File: src/rtl/fma_quire_acc.sv
// Multi-channel fixed-point quire accumulator with a one-deep flush result register.
// Define FMA_QUIRE_SAT_EN to clamp overflowing accumulations instead of wrapping.
module fma_quire_acc #(
  parameter int FX_B  = 64,
  parameter int NCH   = 4,
  parameter int CNT_W = 16,
  localparam int CH_W = (NCH > 1) ? $clog2(NCH) : 1
) (
  input  logic              clk_i,
  input  logic              rst_ni,
  input  logic              in_valid_i,
  output logic              in_ready_o,
  input  logic [1:0]        cmd_i,
  input  logic [CH_W-1:0]   ch_i,
  input  logic [FX_B-1:0]   addend_i,
  output logic              out_valid_o,
  input  logic              out_ready_i,
  output logic [CH_W-1:0]   out_ch_o,
  output logic [FX_B-1:0]   out_fixed_o,
  output logic              out_ovf_o,
  output logic [CNT_W-1:0]  out_cnt_o,
  output logic [NCH-1:0]    busy_o
);

  typedef enum logic [1:0] {
    CMD_INIT  = 2'b00,
    CMD_ACC   = 2'b01,
    CMD_FLUSH = 2'b10,
    CMD_CLEAR = 2'b11
  } cmd_e;

  typedef enum logic {
    CH_IDLE   = 1'b0,
    CH_ACTIVE = 1'b1
  } ch_state_e;

  localparam logic [FX_B-1:0]  FX_MAX  = {1'b0, {(FX_B-1){1'b1}}};
  localparam logic [FX_B-1:0]  FX_MIN  = {1'b1, {(FX_B-1){1'b0}}};
  localparam logic [CNT_W-1:0] CNT_MAX = '1;

  ch_state_e        state_q [NCH];
  ch_state_e        state_d [NCH];
  logic [FX_B-1:0]  acc_q   [NCH];
  logic [FX_B-1:0]  acc_d   [NCH];
  logic             ovf_q   [NCH];
  logic             ovf_d   [NCH];
  logic [CNT_W-1:0] cnt_q   [NCH];
  logic [CNT_W-1:0] cnt_d   [NCH];

  logic             out_valid_q;
  logic [CH_W-1:0]  out_ch_q;
  logic [FX_B-1:0]  out_fixed_q;
  logic             out_ovf_q;
  logic [CNT_W-1:0] out_cnt_q;

  cmd_e             cmd;
  logic             accept;
  logic             ch_ok;
  logic [FX_B-1:0]  base_acc;
  logic             base_ovf;
  logic [CNT_W-1:0] base_cnt;
  logic [FX_B-1:0]  sum;
  logic             add_ovf;
  logic [FX_B-1:0]  acc_res;
  logic [CNT_W-1:0] cnt_inc;

  assign cmd        = cmd_e'(cmd_i);
  assign in_ready_o = !out_valid_q || out_ready_i;
  assign accept     = in_valid_i && in_ready_o;
  assign ch_ok      = (32'(ch_i) < NCH);

  // An IDLE channel reads as all-zero, so ACC/FLUSH on it start from a clean slate.
  always_comb begin
    base_acc = '0;
    base_ovf = 1'b0;
    base_cnt = '0;
    for (int k = 0; k < NCH; k++) begin
      if (32'(ch_i) == k && state_q[k] == CH_ACTIVE) begin
        base_acc = acc_q[k];
        base_ovf = ovf_q[k];
        base_cnt = cnt_q[k];
      end
    end
  end

  assign sum     = base_acc + addend_i;
  assign add_ovf = (base_acc[FX_B-1] == addend_i[FX_B-1]) &&
                   (sum[FX_B-1] != base_acc[FX_B-1]);
  assign cnt_inc = (base_cnt == CNT_MAX) ? base_cnt : base_cnt + CNT_W'(1);

`ifdef FMA_QUIRE_SAT_EN
  assign acc_res = add_ovf ? (base_acc[FX_B-1] ? FX_MIN : FX_MAX) : sum;
`else
  assign acc_res = sum;
`endif

  always_comb begin
    for (int k = 0; k < NCH; k++) begin
      state_d[k] = state_q[k];
      acc_d[k]   = acc_q[k];
      ovf_d[k]   = ovf_q[k];
      cnt_d[k]   = cnt_q[k];
    end
    if (accept && ch_ok) begin
      for (int k = 0; k < NCH; k++) begin
        if (32'(ch_i) == k) begin
          case (cmd)
            CMD_INIT: begin
              state_d[k] = CH_ACTIVE;
              acc_d[k]   = addend_i;
              ovf_d[k]   = 1'b0;
              cnt_d[k]   = CNT_W'(1);
            end
            CMD_ACC: begin
              state_d[k] = CH_ACTIVE;
              acc_d[k]   = acc_res;
              ovf_d[k]   = base_ovf || add_ovf;
              cnt_d[k]   = cnt_inc;
            end
            default: begin
              state_d[k] = CH_IDLE;
              acc_d[k]   = '0;
              ovf_d[k]   = 1'b0;
              cnt_d[k]   = '0;
            end
          endcase
        end
      end
    end
  end

  always_ff @(posedge clk_i or negedge rst_ni) begin
    if (!rst_ni) begin
      for (int k = 0; k < NCH; k++) begin
        state_q[k] <= CH_IDLE;
        acc_q[k]   <= '0;
        ovf_q[k]   <= 1'b0;
        cnt_q[k]   <= '0;
      end
    end else begin
      for (int k = 0; k < NCH; k++) begin
        state_q[k] <= state_d[k];
        acc_q[k]   <= acc_d[k];
        ovf_q[k]   <= ovf_d[k];
        cnt_q[k]   <= cnt_d[k];
      end
    end
  end

  // Result register: a new FLUSH may replace the result in the same cycle it is consumed.
  always_ff @(posedge clk_i or negedge rst_ni) begin
    if (!rst_ni) begin
      out_valid_q <= 1'b0;
      out_ch_q    <= '0;
      out_fixed_q <= '0;
      out_ovf_q   <= 1'b0;
      out_cnt_q   <= '0;
    end else if (accept && ch_ok && cmd == CMD_FLUSH) begin
      out_valid_q <= 1'b1;
      out_ch_q    <= ch_i;
      out_fixed_q <= base_acc;
      out_ovf_q   <= base_ovf;
      out_cnt_q   <= base_cnt;
    end else if (out_ready_i) begin
      out_valid_q <= 1'b0;
    end
  end

  always_comb begin
    busy_o = '0;
    for (int k = 0; k < NCH; k++) begin
      busy_o[k] = (state_q[k] == CH_ACTIVE);
    end
  end

  assign out_valid_o = out_valid_q;
  assign out_ch_o    = out_ch_q;
  assign out_fixed_o = out_fixed_q;
  assign out_ovf_o   = out_ovf_q;
  assign out_cnt_o   = out_cnt_q;

endmodule
File: config.mk
export PLATFORM = sky130hd
export DESIGN_NAME = fma_quire_acc
export DESIGN_NICKNAME = d
export VERILOG_FILES = /design/src/rtl/fma_quire_acc.sv
export SDC_FILE = /design/constraint.sdc
export NUM_CORES = 1
export LEC_CHECK = 0
export CORE_ASPECT_RATIO = 1.2
export CORE_MARGIN = 2
export CORE_UTILIZATION = 56
export DETAILED_ROUTE_END_ITERATION = 16
export GPL_ROUTABILITY_DRIVEN = 0
export GPL_TIMING_DRIVEN = 0
export HOLD_SLACK_MARGIN = 0.02
export PLACE_DENSITY_LB_ADDON = 0.12
export SKIP_LAST_GASP = 1
export SLEW_MARGIN = 20
export SYNTH_ARGS = -nofsm -noshare
export SYNTH_HDL_FRONTEND = slang
export SYNTH_SLANG_ARGS = --single-unit
export TNS_END_PERCENT = 5
File: constraint.sdc
create_clock -name clk_i -period 10.35 [get_ports clk_i]
set_input_delay 2.5875 -clock clk_i [delete_from_list [all_inputs] [get_ports clk_i]]
set_output_delay 2.5875 -clock clk_i [all_outputs]
set_load 0.05 [all_outputs]
==> results of run 1 <==
==> final timing paths <==
path / start / end / slack, ps / cells after the start
setup / recovery: ch_i[0] / acc_q[252]$_DFFE_PN0P_ / 910 / 21
hold / removal: cnt_q[21]$_DFFE_PN0P_ / cnt_q[21]$_DFFE_PN0P_ / 470 / 2
setup reg to reg: busy_o[3]$_DFFE_PN0P_ / acc_q[252]$_DFFE_PN0P_ / 3290 / 19
min in group asynchronous: rst_ni / out_cnt_o[9]$_DFFE_PN0P_ / 1960 / 1
hold reg to reg: cnt_q[21]$_DFFE_PN0P_ / cnt_q[21]$_DFFE_PN0P_ / 470 / 2
max in group asynchronous: rst_ni / acc_q[160]$_DFFE_PN0P_ / 7090 / 3
==> cells in the mapped netlist (18+ instances only) <==
library cell	instances	area share, %
mux2_2	101	5.1
xor2_1	30	1.2
o21ai_0	214	4.8
a31oi_1	27	0.76
a22o_1	19	0.75
dfrtp_1	412	47
mux2i_1	28	1.3
a21oi_1	93	2.1
o31ai_1	72	2.4
nand3_1	22	0.50
inv_1	20	0.34
nand4_1	24	0.68
nor3_1	18	0.41
a22oi_1	156	5.3
clkbuf_1	143	2.4
xnor2_1	34	1.3
a21o_1	46	1.6
ha_1	68	3.9
nand2_1	625	11
nor2_1	83	1.4
buf_1	21	0.36
==> flip-flops by register name, summed over array words and instances, names as in the netlist <==
register,count
ovf_q,4
out_cnt_o,16
out_ovf_o,1
acc_q,256
out_ch_o,2
busy_o,4
out_fixed_o,64
cnt_q,64
out_valid_o,1
==> final cells by class <==
class	instances	area (um2)	share of cell area, %
Tap cell	526	658	2.54
Sequential cell	412	10300	39.7
Inverter	20	75.1	0.289
Timing Repair Buffer	164	1720	6.62
Clock buffer	62	1290	4.97
Clock inverter	15	193	0.742
Buffer	173	661	2.54
Multi-Input combinational cell	1827	11100	42.6
==> critical path, delay by kind of cell <==
kind                       cells  cell delay, ps
adders and majority gates      1             260
and+or+nand+nor                5            1140
muxes                          1             270
AOI/OAI and AO/OA              6            2600
buffers and inverters          8            3040
==> cells by family after synthesis <==
logic type | count (synthesis)
compound gates | 714
xor+xnor | 64
fa+ha+maj | 69
buf+inv | 193
flops | 412
mux | 129
simple gates | 851
==> through the flow <==
| step | setup TNS, ps | util (%) | worst slack [ps] | instances |
|---|---|---|---|---|
| 2_1_floorplan | 0 | - | 3640 | 2432 |
| 3_3_place_gp | -4395840 | 62.7 | -10710 | 3117 |
| 3_5_place_dp | 0 | 63.0 | 684 | 3122 |
| 4_1_cts | 0 | 66.8 | 1250 | 3199 |
| 5_1_grt | 0 | 66.8 | 878 | 3199 |
| 6_report | 0 | 66.8 | 915 | 3199 |
==> metal layers <==
metal / part of all wire (%) / vias up
met5: 0.017 / -
li1: - / 9054
met4: 6.4 / 2
met2: 46 / 1267
met3: 9.7 / 287
met1: 38 / 10100
==> power by group through the flow <==
stage               clock, uW  sequential [uW]  combinational, uW
floorplan                   0             2140                614
global placement            0             2000               1150
detailed placement          0             2010               1180
CTS                      1640             1980               1180
global route             1710             2010               1300
finish                   1640             1980               1210
==> run summary, run 1 <==
fillers = 3,145
cells after synthesis = 2,432
syn_area_per_cell = 9.09 um2
met3 Use GR = 6.98%
clock sinks = 412
Initial Util = 56.9%
# resized after CTS = 0
post-route design area = 0.0260 mm2
post-synthesis mux area share = 6.42%
internal power = 3230 uW
maximum vdd drop = 0.000157 V
largest net degree at the start of global routing = 99
Sw Share = 33.2%
Setup Skew = 29.3 ps
CP endpoint kind = register
Post-Synth Simple-Gate Area = 16.1%
met1 Usage GRT = 48.3%
busiest grt layer = met2
Post-Synth Adder-Cell Area = 3.94%
Final Max Slew Viols = 0
full die area = 0.0411 mm2
syn_nets = 2,573
area grow syn2layout = 17.5%
root buffer cell = clkbuf_16
residual DRC count = 0
Max H-tree Level = 2
fraction of layout cells with a size suffix above 1 = 7.41%
final worst path period share = 91.2%
final hold vios = 0
P_sw = 1600 uW
vias in the first global route = 20,300
total power = 4830 uW
distinct cell type count after synthesis = 69
critical path, cell by cell = clkdlybuf4s50_1 -> buf_2 -> and3_1 -> buf_2 -> buf_1 -> clkbuf_1 -> buf_1 -> a22oi_1 -> nand2_1 -> ha_1 -> clkbuf_1 -> a21oi_1 -> o21ai_0 -> inv_1 -> o311ai_0 -> o311ai_0 -> nand3_1 -> nand4_1 -> nor3_1 -> o31ai_1 -> mux2_2
WP data arrival = 9940 ps
Worst Path Required = 10,850 ps
Vias = 20,700
CP Class = in -> reg
Post-Synth XOR/XNOR Area = 2.54%
drt via density = 6.48
Iter 0 DRT Violations = 2,562
Seq/Total Area, Yosys = 46.7%
crit path max-delay cell type = o311ai_0
Achievable Freq = 106 MHz
Max transition margin = 19.5%
CP Launch Type = primary input
most frequent cells in the layout = nand2_1 (625), dfrtp_1 (412), o21ai_0 (214)
Setup Viol. Count Final = 0
CTS tree = yes
DRT Wirelength = 76.4 mm
Leak = 0.0121 uW
Async S/R FF share, synth = 100%
Clock Latency Late Sink = 570 ps
Largest stage delay, worst path = 1070 ps
CTS max path bufs = 3
Cell Area, Placed = 0.0245 mm2
first-pass GRT wire length = 117 mm
CTS Buf Count = 43
commonest non-fill, non-tap cell in the layout = nand2_1
Clk pin slew, worst setup/hold paths = 60 ps
crit path time final = 9440 ps
total core area = 0.0388 mm2
slew of the pin with the lowest slew margin = 1190 ps
synthesized area = 0.0221 mm2
# port buffers = 159
Seq cells post-synth = 412
combinational power share = 25.0%
Synthesis Warnings = 0
max_cap viols = 0
drt wl/cell = 23.9 um
all-layer global routing usage = 37.2%
std cell rows = 79
status = finished, final reports clean
hold crit path type = reg -> reg
sequential power share = 41.0%
die height = 222 um
worst-path maximum fanout = 10
compound-gate portion of the synthesized area = 21.0%
Post-CTS Setup Repair Bufs = 0
Power Dens Cells = 186 mW/mm2
Final Net Count = 2,782
post-DP HPWL = 55.4 mm
First-pass DRT Iterations = 6
clock power share = 34.0%
EDFF count, synth = 0
ANT cells = 0
hold_buf cts = 0
Most used DFF post-synth = dfrtp_1
Die X = 185 um
M2 GR Usage = 58.5%
Detail Route Antenna Nets = 0
RSZ-0062 raised after global routing = false
# IOs = 161
Fin Hold WS = 474 ps
Congestion Overflow GR = 0
initial antenna violation count = 2
largest family of logic cells by synthesized area = compound AO/OA/AOI/OAI gates
(Power assumes the default switching activity.)
==> run 2, diff against run 1 <==
--- a/config.mk
+++ b/config.mk
@@ -14,7 +14,6 @@
 export HOLD_SLACK_MARGIN = 0.02
 export PLACE_DENSITY_LB_ADDON = 0.12
 export SKIP_LAST_GASP = 1
-export SLEW_MARGIN = 20
 export SYNTH_ARGS = -nofsm -noshare
 export SYNTH_HDL_FRONTEND = slang
 export SYNTH_SLANG_ARGS = --single-unit
==> run 2 against run 1 <==
Net effect:
- clock-buffer cell count fell by 3
- utilization decreased by 0.18 points
- combinational power barely moved
- clock skew is 2.1 ps lower
- critical path type unchanged
==> run summary, run 2 (synthesized netlist as in run 1, its figures left out) <==
WP data arrival = 10,000 ps (+60 ps)
worst-path maximum fanout = 10 (unchanged)
std cell rows = 79 (unchanged)
Final Net Count = 2,779 (-0.11%)
CTS max path bufs = 3 (unchanged)
Clock Latency Late Sink = 570 ps (about the same)
DRT Wirelength = 76.8 mm (+0.54%)
vias in the first global route = 20,200 (-0.38%)
Fin Hold WS = 475 ps (+1.04 ps)
post-DP HPWL = 55.0 mm (-0.68%)
slew of the pin with the lowest slew margin = 1260 ps (+71.3 ps)
max_cap viols = 0 (unchanged)
Vias = 20,800 (+0.15%)
clock sinks = 412 (unchanged)
# IOs = 161 (unchanged)
Final Max Slew Viols = 0 (unchanged)
fraction of layout cells with a size suffix above 1 = 7.30% (-0.11 points)
max reg flops = 256 (unchanged)
R2R Setup Slk = 3060 ps (-230 ps)
CP Class = in -> reg
CP endpoint kind = register
total core area = 0.0388 mm2 (unchanged)
Achievable Freq = 105 MHz (-0.72%)
first-pass GRT wire length = 118 mm (+0.40%)
all-layer global routing usage = 37.3% (+0.096 points)
Iter 0 DRT Violations = 2,477 (-3.3%)
Power Dens Cells = 186 mW/mm2 (-0.17%)
Clk pin slew, worst setup/hold paths = 70 ps (about the same)
final worst path period share = 91.8% (+0.66 points)
area grow syn2layout = 17.2%
fillers = 3,154 (+0.29%)
Detail Route Antenna Nets = 0 (unchanged)
fin worst setup slack = 846 ps (-68.6 ps)
Worst Path Required = 10,850 ps (about the same)
Max H-tree Level = 2 (unchanged)
largest net degree at the start of global routing = 130 (+31%)
commonest non-fill, non-tap cell in the layout = nand2_1
status = finished, final reports clean
Cell Area, Placed = 0.0244 mm2 (-0.16%)
residual DRC count = 0 (unchanged)
full die area = 0.0411 mm2 (unchanged)
Setup Skew = 27.2 ps (-2.12 ps)
drt wl/cell = 24.0 um (+0.57%)
pre-CTS WS = 678 ps (-6.33 ps)
CP Launch Type = primary input
crit path time final = 9500 ps (+68.6 ps)
most frequent cells in the layout = nand2_1 (625), dfrtp_1 (412), o21ai_0 (214)
final hold vios = 0 (unchanged)
CTS Buf Count = 42 (-2.3%)
final core occ = 66.6% (-0.18 points)
Congestion Overflow GR = 0 (unchanged)
Leak = 0.0121 uW (-0.28%)
setup TNS = 0 ps (unchanged)
Setup Viol. Count Final = 0 (unchanged)
Max transition margin = 14.7% (-4.8 points)
First-pass DRT Iterations = 6 (unchanged)
die height = 222 um (unchanged)
Die X = 185 um (unchanged)
drt via density = 6.49 (+0.19%)
initial antenna violation count = 0 (-2)
post-route design area = 0.0259 mm2 (-0.27%)
CTS tree = yes
Biggest register = acc_q
root buffer cell = clkbuf_16
RSZ-0062 raised after global routing = false
# resized after CTS = 0 (unchanged)
hold_buf cts = 0 (unchanged)
Initial Util = 56.9% (unchanged)
hold crit path type = reg -> reg
# port buffers = 159 (unchanged)
maximum vdd drop = 0.000159 V (+1.3%)
Post-CTS Setup Repair Bufs = 0 (unchanged)
[run 2: final timing paths]
| check | startpoint | endpoint | cells past startpoint |
|---|---|---|---|
| max in group asynchronous | rst_ni | out_fixed_o[23]$_DFFE_PN0P_ | 2 |
| setup reg to reg | busy_o[0]$_DFFE_PN0P_ | acc_q[60]$_DFFE_PN0P_ | 17 |
| min in group asynchronous | rst_ni | out_cnt_o[9]$_DFFE_PN0P_ | 1 |
| hold reg to reg | acc_q[128]$_DFFE_PN0P_ | acc_q[128]$_DFFE_PN0P_ | 2 |
| hold / removal | acc_q[128]$_DFFE_PN0P_ | acc_q[128]$_DFFE_PN0P_ | 2 |
| setup / recovery | ch_i[0] | acc_q[60]$_DFFE_PN0P_ | 20 |
[run 2: cell type report]
type                       instances  area, um2  area share, %
clock inverter                    18        211          0.817
clock buffer                      59       1240           4.78
sequential                       412      10300           39.8
multi-input combinational       1827      11100           42.7
antenna                            1       2.50        0.00967
inverter                          20       75.1          0.290
timing repair buffer             162       1680           6.49
tap                              526        658           2.54
buffer                           173        661           2.55
[run 2: through the flow]
stage,power [uW],cells
after CTS,4780,3197
after global placement,3140,3117
after detailed placement,3180,3120
final,4810,3198
after floorplan,2750,2432
after global routing,4990,3197
[run 2: worst max-delay path, stage by stage]
cell and delay, ps:
clkdlybuf4s50_1 500, buf_2 250, and3_1 190, buf_2 260, buf_1 570, clkbuf_1 520, buf_1 630, a22oi_1 210
nand2_1 160, ha_1 260, a21oi_1 200, a21oi_1 130, o2111ai_1 360, a31oi_1 410, o311ai_0 1180, nand3_1 400
nand4_1 270, nor3_1 70, o31ai_1 550, mux2_2 270
[run 2: report_power, final]
part,internal (uW),switching (uW)
clock,941,678
combinational,408,801
sequential,1850,132
[run 2: metal layers]
| layer | part of all wire, % | GRT usage [%] |
|---|---|---|
| met4 | 5.6 | 18.8 |
| met3 | 9.7 | 7.05 |
| met1 | 38 | 48.7 |
| met5 | 0 | 0 |
| met2 | 46 | 59.4 |
==> run 3, diff against run 2 <==
--- a/config.mk
+++ b/config.mk
@@ -8,6 +8,7 @@
 export CORE_ASPECT_RATIO = 1.2
 export CORE_MARGIN = 2
 export CORE_UTILIZATION = 56
+export CTS_CLUSTER_SIZE = 28
 export DETAILED_ROUTE_END_ITERATION = 16
 export GPL_ROUTABILITY_DRIVEN = 0
 export GPL_TIMING_DRIVEN = 0
==> constraint.sdc (replaced) <==
create_clock -name clk_i -period 9.95 [get_ports clk_i]
set_input_delay 2.4875 -clock clk_i [delete_from_list [all_inputs] [get_ports clk_i]]
set_output_delay 2.4875 -clock clk_i [all_outputs]
set_load 0.05 [all_outputs]
==> results of run 3 <==
Same layout as run 2 (identical final DEF). Status: finished, final reports clean.
Main changes from that run: setup slack after placement 678 ps -> 378 ps; setup slack after layout 846 ps -> 546 ps; register-to-register setup slack 3060 ps -> 2660 ps; total power 4810 uW -> 5000 uW; worst IR drop on VDD 0.000159 V -> 0.000165 V
